## src/rtl/sc_player_fsm_if.sv

```systemverilog
// Button/position bundle between the debounced inputs, the player FSM and the playfield.
// Widths follow the COLS/ROWS of the attached sc_player_fsm instance.
interface sc_player_fsm_if #(
    parameter int COLS = 8,
    parameter int ROWS = 8
);
    localparam int CW = (COLS > 2) ? $clog2(COLS) : 1;
    localparam int RW = (ROWS > 2) ? $clog2(ROWS) : 1;

    logic          sc_player_fsm_Start_InLow;
    logic          sc_player_fsm_upButton_InLow;
    logic          sc_player_fsm_downButton_InLow;
    logic          sc_player_fsm_leftButton_InLow;
    logic          sc_player_fsm_rightButton_InLow;
    logic          sc_player_fsm_Freeze_InHigh;
    logic [CW-1:0] sc_player_fsm_col_Out;
    logic [RW-1:0] sc_player_fsm_row_Out;
    logic [1:0]    sc_player_fsm_dir_Out;
    logic          sc_player_fsm_moved_OutHigh;
    logic          sc_player_fsm_clear_OutLow;
    logic          sc_player_fsm_goal_OutHigh;

    modport master (
        output sc_player_fsm_Start_InLow,
        output sc_player_fsm_upButton_InLow,
        output sc_player_fsm_downButton_InLow,
        output sc_player_fsm_leftButton_InLow,
        output sc_player_fsm_rightButton_InLow,
        output sc_player_fsm_Freeze_InHigh,
        input  sc_player_fsm_col_Out,
        input  sc_player_fsm_row_Out,
        input  sc_player_fsm_dir_Out,
        input  sc_player_fsm_moved_OutHigh,
        input  sc_player_fsm_clear_OutLow,
        input  sc_player_fsm_goal_OutHigh
    );

    modport slave (
        input  sc_player_fsm_Start_InLow,
        input  sc_player_fsm_upButton_InLow,
        input  sc_player_fsm_downButton_InLow,
        input  sc_player_fsm_leftButton_InLow,
        input  sc_player_fsm_rightButton_InLow,
        input  sc_player_fsm_Freeze_InHigh,
        output sc_player_fsm_col_Out,
        output sc_player_fsm_row_Out,
        output sc_player_fsm_dir_Out,
        output sc_player_fsm_moved_OutHigh,
        output sc_player_fsm_clear_OutLow,
        output sc_player_fsm_goal_OutHigh
    );
endinterface

```

## src/rtl/sc_player_fsm.sv

```systemverilog
// Frogger player-position FSM: one bounded move per button press, start/goal handling.
// Optional auto-repeat of a held direction when SC_PLAYER_FSM_AUTOREPEAT_EN is defined.
module sc_player_fsm #(
    parameter int COLS        = 8,
    parameter int ROWS        = 8,
    parameter int START_COL   = COLS / 2,
    parameter int START_ROW   = 0,
    parameter int HOLD_CYCLES = 25000000
) (
    input  logic           sc_player_fsm_CLOCK_50,
    input  logic           sc_player_fsm_RESET_InHigh,
    sc_player_fsm_if.slave bus
);
    localparam int CW = (COLS > 2) ? $clog2(COLS) : 1;
    localparam int RW = (ROWS > 2) ? $clog2(ROWS) : 1;

    localparam logic [CW-1:0] COL_MAX   = CW'(COLS - 1);
    localparam logic [RW-1:0] ROW_TOP   = RW'(ROWS - 1);
    localparam logic [CW-1:0] COL_START = CW'(START_COL);
    localparam logic [RW-1:0] ROW_START = RW'(START_ROW);

    typedef enum logic [3:0] {
        S_RESET,
        S_IDLE,
        S_CHECK,
        S_INIT,
        S_MOVE_UP,
        S_MOVE_DOWN,
        S_MOVE_LEFT,
        S_MOVE_RIGHT,
        S_GOAL,
        S_RELEASE
    } state_e;

    state_e        state_q, state_d;
    logic [CW-1:0] col_q, col_d;
    logic [RW-1:0] row_q, row_d;
    logic [1:0]    dir_q, dir_d;

    logic start_n, up_n, down_n, left_n, right_n, freeze;
    logic up_ok, down_ok, left_ok, right_ok;
    logic all_rel, rep_go;

    assign start_n = bus.sc_player_fsm_Start_InLow;
    assign up_n    = bus.sc_player_fsm_upButton_InLow;
    assign down_n  = bus.sc_player_fsm_downButton_InLow;
    assign left_n  = bus.sc_player_fsm_leftButton_InLow;
    assign right_n = bus.sc_player_fsm_rightButton_InLow;
    assign freeze  = bus.sc_player_fsm_Freeze_InHigh;

    // An out-of-bounds or frozen direction counts as not pressed.
    assign up_ok    = !up_n    && !freeze && (row_q < ROW_TOP);
    assign down_ok  = !down_n  && !freeze && (row_q > '0);
    assign left_ok  = !left_n  && !freeze && (col_q > '0);
    assign right_ok = !right_n && !freeze && (col_q < COL_MAX);

    assign all_rel = start_n & up_n & down_n & left_n & right_n;

`ifdef SC_PLAYER_FSM_AUTOREPEAT_EN
    localparam int HCW = (HOLD_CYCLES > 2) ? $clog2(HOLD_CYCLES) : 1;
    localparam logic [HCW-1:0] CNT_LAST = HCW'(HOLD_CYCLES - 1);

    logic [HCW-1:0] cnt_q, cnt_d;
    logic           held;

    always_comb begin
        held = 1'b0;
        unique case (dir_q)
            2'b00:   held = !up_n;
            2'b01:   held = !down_n;
            2'b10:   held = !left_n;
            default: held = !right_n;
        endcase
    end

    assign rep_go = held && (cnt_q == CNT_LAST);

    always_comb begin
        cnt_d = '0;
        if (state_q == S_RELEASE && state_d == S_RELEASE && held)
            cnt_d = cnt_q + 1'b1;
    end

    always_ff @(posedge sc_player_fsm_CLOCK_50 or posedge sc_player_fsm_RESET_InHigh) begin
        if (sc_player_fsm_RESET_InHigh)
            cnt_q <= '0;
        else
            cnt_q <= cnt_d;
    end
`else
    logic unused_hold;
    assign unused_hold = |HOLD_CYCLES;
    assign rep_go      = 1'b0;
`endif

    always_comb begin
        state_d = state_q;
        col_d   = col_q;
        row_d   = row_q;
        dir_d   = dir_q;
        unique case (state_q)
            S_RESET: state_d = S_IDLE;
            S_IDLE: begin
                if (!start_n) begin
                    state_d = S_INIT;
                    col_d   = COL_START;
                    row_d   = ROW_START;
                end
            end
            S_CHECK: begin
                if (!start_n) begin
                    state_d = S_INIT;
                    col_d   = COL_START;
                    row_d   = ROW_START;
                end else if (up_ok) begin
                    state_d = S_MOVE_UP;
                    row_d   = row_q + 1'b1;
                    dir_d   = 2'b00;
                end else if (down_ok) begin
                    state_d = S_MOVE_DOWN;
                    row_d   = row_q - 1'b1;
                    dir_d   = 2'b01;
                end else if (left_ok) begin
                    state_d = S_MOVE_LEFT;
                    col_d   = col_q - 1'b1;
                    dir_d   = 2'b10;
                end else if (right_ok) begin
                    state_d = S_MOVE_RIGHT;
                    col_d   = col_q + 1'b1;
                    dir_d   = 2'b11;
                end
            end
            S_INIT: state_d = S_RELEASE;
            S_MOVE_UP: state_d = (row_q == ROW_TOP) ? S_GOAL : S_RELEASE;
            S_MOVE_DOWN,
            S_MOVE_LEFT,
            S_MOVE_RIGHT: state_d = S_RELEASE;
            S_GOAL: begin
                state_d = S_RELEASE;
                col_d   = COL_START;
                row_d   = ROW_START;
            end
            S_RELEASE: begin
                if (all_rel || rep_go)
                    state_d = S_CHECK;
            end
            default: state_d = S_RESET;
        endcase
    end

    always_ff @(posedge sc_player_fsm_CLOCK_50 or posedge sc_player_fsm_RESET_InHigh) begin
        if (sc_player_fsm_RESET_InHigh) begin
            state_q <= S_RESET;
            col_q   <= COL_START;
            row_q   <= ROW_START;
            dir_q   <= 2'b00;
        end else begin
            state_q <= state_d;
            col_q   <= col_d;
            row_q   <= row_d;
            dir_q   <= dir_d;
        end
    end

    assign bus.sc_player_fsm_col_Out      = col_q;
    assign bus.sc_player_fsm_row_Out      = row_q;
    assign bus.sc_player_fsm_dir_Out      = dir_q;
    assign bus.sc_player_fsm_clear_OutLow = (state_q != S_INIT);
    assign bus.sc_player_fsm_goal_OutHigh = (state_q == S_GOAL);
    assign bus.sc_player_fsm_moved_OutHigh =
        (state_q == S_MOVE_UP)   || (state_q == S_MOVE_DOWN) ||
        (state_q == S_MOVE_LEFT) || (state_q == S_MOVE_RIGHT);
endmodule
```

## src/flat_wrapper.sv

```systemverilog
// flat-port wrapper written by rule: the top's interface ports become plain ports
module sc_player_fsm_flat 
#(
    parameter int COLS        = 8,
    parameter int ROWS        = 8,
    parameter int START_COL   = COLS / 2,
    parameter int START_ROW   = 0,
    parameter int HOLD_CYCLES = 25000000
)
  (sc_player_fsm_CLOCK_50, sc_player_fsm_RESET_InHigh, bus_sc_player_fsm_Start_InLow, bus_sc_player_fsm_upButton_InLow, bus_sc_player_fsm_downButton_InLow, bus_sc_player_fsm_leftButton_InLow, bus_sc_player_fsm_rightButton_InLow, bus_sc_player_fsm_Freeze_InHigh, bus_sc_player_fsm_col_Out, bus_sc_player_fsm_row_Out, bus_sc_player_fsm_dir_Out, bus_sc_player_fsm_moved_OutHigh, bus_sc_player_fsm_clear_OutLow, bus_sc_player_fsm_goal_OutHigh);
  sc_player_fsm_if #(.COLS(COLS), .ROWS(ROWS)) bus_i ();
  input  logic sc_player_fsm_CLOCK_50;
  input  logic sc_player_fsm_RESET_InHigh;
  input wire logic [$bits(bus_i.sc_player_fsm_Start_InLow)-1:0] bus_sc_player_fsm_Start_InLow;
  input wire logic [$bits(bus_i.sc_player_fsm_upButton_InLow)-1:0] bus_sc_player_fsm_upButton_InLow;
  input wire logic [$bits(bus_i.sc_player_fsm_downButton_InLow)-1:0] bus_sc_player_fsm_downButton_InLow;
  input wire logic [$bits(bus_i.sc_player_fsm_leftButton_InLow)-1:0] bus_sc_player_fsm_leftButton_InLow;
  input wire logic [$bits(bus_i.sc_player_fsm_rightButton_InLow)-1:0] bus_sc_player_fsm_rightButton_InLow;
  input wire logic [$bits(bus_i.sc_player_fsm_Freeze_InHigh)-1:0] bus_sc_player_fsm_Freeze_InHigh;
  output wire logic [$bits(bus_i.sc_player_fsm_col_Out)-1:0] bus_sc_player_fsm_col_Out;
  output wire logic [$bits(bus_i.sc_player_fsm_row_Out)-1:0] bus_sc_player_fsm_row_Out;
  output wire logic [$bits(bus_i.sc_player_fsm_dir_Out)-1:0] bus_sc_player_fsm_dir_Out;
  output wire logic [$bits(bus_i.sc_player_fsm_moved_OutHigh)-1:0] bus_sc_player_fsm_moved_OutHigh;
  output wire logic [$bits(bus_i.sc_player_fsm_clear_OutLow)-1:0] bus_sc_player_fsm_clear_OutLow;
  output wire logic [$bits(bus_i.sc_player_fsm_goal_OutHigh)-1:0] bus_sc_player_fsm_goal_OutHigh;
  assign bus_i.sc_player_fsm_Start_InLow = bus_sc_player_fsm_Start_InLow;
  assign bus_i.sc_player_fsm_upButton_InLow = bus_sc_player_fsm_upButton_InLow;
  assign bus_i.sc_player_fsm_downButton_InLow = bus_sc_player_fsm_downButton_InLow;
  assign bus_i.sc_player_fsm_leftButton_InLow = bus_sc_player_fsm_leftButton_InLow;
  assign bus_i.sc_player_fsm_rightButton_InLow = bus_sc_player_fsm_rightButton_InLow;
  assign bus_i.sc_player_fsm_Freeze_InHigh = bus_sc_player_fsm_Freeze_InHigh;
  assign bus_sc_player_fsm_col_Out = bus_i.sc_player_fsm_col_Out;
  assign bus_sc_player_fsm_row_Out = bus_i.sc_player_fsm_row_Out;
  assign bus_sc_player_fsm_dir_Out = bus_i.sc_player_fsm_dir_Out;
  assign bus_sc_player_fsm_moved_OutHigh = bus_i.sc_player_fsm_moved_OutHigh;
  assign bus_sc_player_fsm_clear_OutLow = bus_i.sc_player_fsm_clear_OutLow;
  assign bus_sc_player_fsm_goal_OutHigh = bus_i.sc_player_fsm_goal_OutHigh;
  sc_player_fsm #(.COLS(COLS), .ROWS(ROWS), .START_COL(START_COL), .START_ROW(START_ROW), .HOLD_CYCLES(HOLD_CYCLES)) u_core (.sc_player_fsm_CLOCK_50(sc_player_fsm_CLOCK_50), .sc_player_fsm_RESET_InHigh(sc_player_fsm_RESET_InHigh), .bus(bus_i));
endmodule
```

## config.mk

```make
export PLATFORM = sky130hd
export DESIGN_NAME = sc_player_fsm_flat
export DESIGN_NICKNAME = d
export VERILOG_FILES = /design/src/rtl/sc_player_fsm_if.sv /design/src/rtl/sc_player_fsm.sv /design/src/flat_wrapper.sv
export SDC_FILE = /design/constraint.sdc
export NUM_CORES = 1
export LEC_CHECK = 0
export BUFFER_PORTS_ARGS = -buffer_cell sky130_fd_sc_hd__clkbuf_2
export CAP_MARGIN = 40
export CORE_MARGIN = 2
export CORE_UTILIZATION = 47
export DETAILED_ROUTE_END_ITERATION = 8
export PLACE_DENSITY = 0.71
export SYNTH_ARGS = -nofsm -noshare
export SYNTH_HDL_FRONTEND = slang
export SYNTH_SLANG_ARGS = --single-unit
```

## constraint.sdc

```tcl
create_clock -name sc_player_fsm_CLOCK_50 -period 1.8 [get_ports sc_player_fsm_CLOCK_50]
set_input_delay 0 -clock sc_player_fsm_CLOCK_50 [delete_from_list [all_inputs] [get_ports sc_player_fsm_CLOCK_50]]
set_output_delay 0 -clock sc_player_fsm_CLOCK_50 [all_outputs]
set_load 0.005 [all_outputs]
```

==> flow_summary_export.csv <==
group,metric,value,unit
synthesis,synth_nets,97,
global_routing,antenna_found_initial,0,
cells_and_area,layout-drive-gt1-share,41.32,%
detailed_routing,drc,0,
placement,gp_congestion,0.7584,
cts,cts_root_buf,"clkbuf_4",
power,power_frac_comb,40.5,%
global_routing,grt_max_degree,13,
critical_path,cpPeakStageDelay,0.43,ns
global_routing,overflow,0,
critical_path,worstPathRequired,1.97,ns
cts,clock_path_buffers,2,
cts,cts.clk_slew.worst_paths,0.08,ns
power,pwr-share-seq,38.7,%
die,start_util,49.11,%
critical_path,cpLargestDelayFamily,"compound AO/OA/AOI/OAI gates",
sta,fin_crit_sh,101.6,%
detailed_routing,drt_iter0_drc,17,
sta,setup_viol,2,
die,num_rows,15,
sta,clock.fmax,546.7,MHz
synthesis,synth_edf_count,0,
critical_path,worst-setup-path-type,"flop to flop",
die,num_io_pins,19,
cts,htreeDepth,1,
sta,rsz0062_at_grt,"true",
detailed_routing,wl,1996,µm
sta,worst_slew_pin_slew,0.4734,ns
cells_and_area,finalNonFillerCells,138,
critical_path,path_buf_inv,1,
hold_path,hp-class,"primary input to flop",
cells_and_area,syn_to_final_growth,30.92,%
critical_path,path_cells,"a311oi_2 -> inv_1 -> fa_2 -> xnor2_1 -> and2_1 -> nor3b_1 -> a21o_1",
die,die_y,46.01,µm
power,power.leakage,0.0005152,µW
outcome,violations,"setup timing",
synthesis,synth_flop_cell,"dfrtp_1",
sta,skew,0.007180,ns
critical_path,worstPathMaxFanout,4,
cts,cts_tree,"done",
detailed_routing,wl_per_cell,14.46,µm
critical_path,worstSetupStartpointType,"flop",
power,p_clk_share,20.8,%
cells_and_area,layout.nets,132,
synthesis,synth_cells,87,
placement,port-buffer-count,18,
detailed_routing,dr.pass1.iters,4,
cts,cts.sinks,12,
detailed_routing,vias,776,
sta,timing.slew.headroom,68.41,%
synthesis,avgSynthCellArea,9.535,µm²
job,maxCapViolCount,0,
power,p_per_area,949.4,nW/µm²
cts,worstSkewPairLatency,0.27,ns
cells_and_area,diodes,0,
critical_path,critPathSlowestCell,"dfrtp_2",
sta,worst_slack,-0.02908,ns
power,power_switching,378.7,µW
outcome,outcome,"finished, violations left",
sta,hold_violations,0,
cells_and_area,post-route-util,64.30,%
global_routing,grt_pass1_vias,684,
power,intPower,652.5,µW
power,switching_share,36.72,%
sta,fin_crit,1.829,ns
critical_path,end_kind,"flop",
sta,slew_viol_final,0,
synthesis,syn_area,829.5,µm²
synthesis,ys_seq_area_share,36.35,%
placement,dp_cells,129,
power,ir_drop,650.8,µV
placement,hpwlAfterDp,1508,µm
global_routing,grt_pass1_wl,3015,µm
sta,tns,-0.04499,ns
die,core_area,1689,µm²
detailed_routing,viasPerCell,5.623,
detailed_routing,postRouteAntennaNets,0,
die,fp.dieW,46.01,µm
synthesis,synth_async_sr_flop_share,100.0,%
critical_path,cp_data_arrival_time,2.00,ns
synthesis,ys_ff_latch,12,
global_routing,grt_use_total,20.28,%
synthesis,synth.distinct_cells,39,
synthesis,yosysWarnings,0,
cts,cts_buffers,3,
die,dieArea,2117,µm²
-- Yosys cell counts (2+ instances only) --
master    instances  share of area [%]
dfrtp_1          11                 33
and2_1            2                1.5
o22ai_1           2                1.5
inv_1             6                2.7
mux2_2            2                2.7
a22o_1            2                2.1
a21oi_1           5                3.0
fa_1              2                4.8
xnor2_1           2                2.1
nor3b_1           3                2.7
a211oi_1          2                1.8
nand2_1           3                1.4
or3_1             2                1.5
nor2_1           11                5.0
nor3_1            3                1.8
o21ai_0           4                2.4
buf_2             2                1.2
nand4_1           2                1.5
-- sequential cells by signal (all words and copies together), names as in the netlist --
register / cells
u_core.state_q: 4
u_core.bus.sc_player_fsm_dir_Out: 2
u_core.bus.sc_player_fsm_row_Out: 3
u_core.bus.sc_player_fsm_col_Out: 3
-- tightest hold or removal path: cells and delay by family --
kind,cells,cell delay (ns)
AO/OA/AOI/OAI,1,0.11
buffers and inverters,1,0.14
AND/OR/NAND/NOR,1,0.08
-- through the flow --
step                      power (µW)  hold WS (ns)  area (µm²)  setup slack [ns]
after floorplan                675.3       -0.1362       834.6          -0.05662
after global placement         790.1      0.003419        1006           0.01585
after detailed placement       804.4       0.01167        1006          -0.02996
after CTS                       1021       0.09449        1052          -0.04461
after global routing            1111       0.09846        1086           -0.1300
final                           1031       0.09561        1086          -0.02908
-- placed cells by master (no fill, tap or decap), types with 3 or more instances in the layout --
cell type	n
a21oi_1	5
buf_4	14
clkbuf_2	18
clkbuf_4	3
dfrtp_1	9
inv_1	6
nand2_1	3
nor2_1	11
nor3_1	3
nor3b_1	3
o21ai_0	4
-- layer usage --
metal  track usage, %  vias up  wire length (µm)
met2            33.61       11               997
met5                0        -                 0
met3            2.381        4                36
li1                 -      391                 -
met1            26.35      370               932
met4            8.571        0                30
-- power groups by stage --
| stage | registers [µW] | clock network (µW) | logic, µW |
|---|---|---|---|
| after floorplan | 362 | 0 | 314 |
| after global placement | 401 | 0 | 389 |
| after CTS | 399 | 219 | 403 |
| after detailed placement | 405 | 0 | 400 |
| after global routing | 408 | 235 | 468 |
| final | 399 | 215 | 418 |
-- layout make-up --
class,count,area (µm²)
well taps,17,21.27
multi-input cells,65,493.0
clock buffers,4,36.28
inverters,7,26.28
repair buffers,33,205.2
flip-flops and latches,12,304.0
fillers,169,603.1
-- path summary, 6_finish.rpt --
path	start	cells past startpoint	end	slack, ns
worst max-delay path	u_core.bus.sc_player_fsm_row_Out[1]	7	u_core.bus.sc_player_fsm_row_Out[2]	-0.03
worst min-delay path	bus_sc_player_fsm_Start_InLow	3	u_core.state_q[1]	0.1
worst max register to register	u_core.bus.sc_player_fsm_row_Out[1]	7	u_core.bus.sc_player_fsm_row_Out[2]	-0.03
worst min register to register	u_core.bus.sc_player_fsm_dir_Out[1]	2	u_core.bus.sc_player_fsm_dir_Out[1]	0.50
max in group asynchronous	sc_player_fsm_RESET_InHigh	3	u_core.bus.sc_player_fsm_row_Out[1]	1.19
min in group asynchronous	sc_player_fsm_RESET_InHigh	3	u_core.bus.sc_player_fsm_col_Out[1]	0.26
-- what timing repair did --
action,CTS,global route
hold buffers,1,0
endpoints found under the setup margin,1,5
setup buffers,0,4
endpoints found under the hold margin,11,0
pin swaps,0,4
resized for setup,0,1
-- cells by family (layout without fill, tap and decap cells) --
family / after synthesis / in the layout / share of synthesized area [%]
multiplexers: 3 / 3 / 4.072
buffers and inverters: 10 / 44 / 4.976
adder cells (fa/ha/maj): 2 / 2 / 4.827
AND/OR/NAND/NOR: 33 / 33 / 23.23
flip-flops: 12 / 12 / 36.35
AO/OA/AOI/OAI: 25 / 25 / 24.43
XOR/XNOR: 2 / 2 / 2.112
No activity file was read; power rests on OpenSTA's default activity.
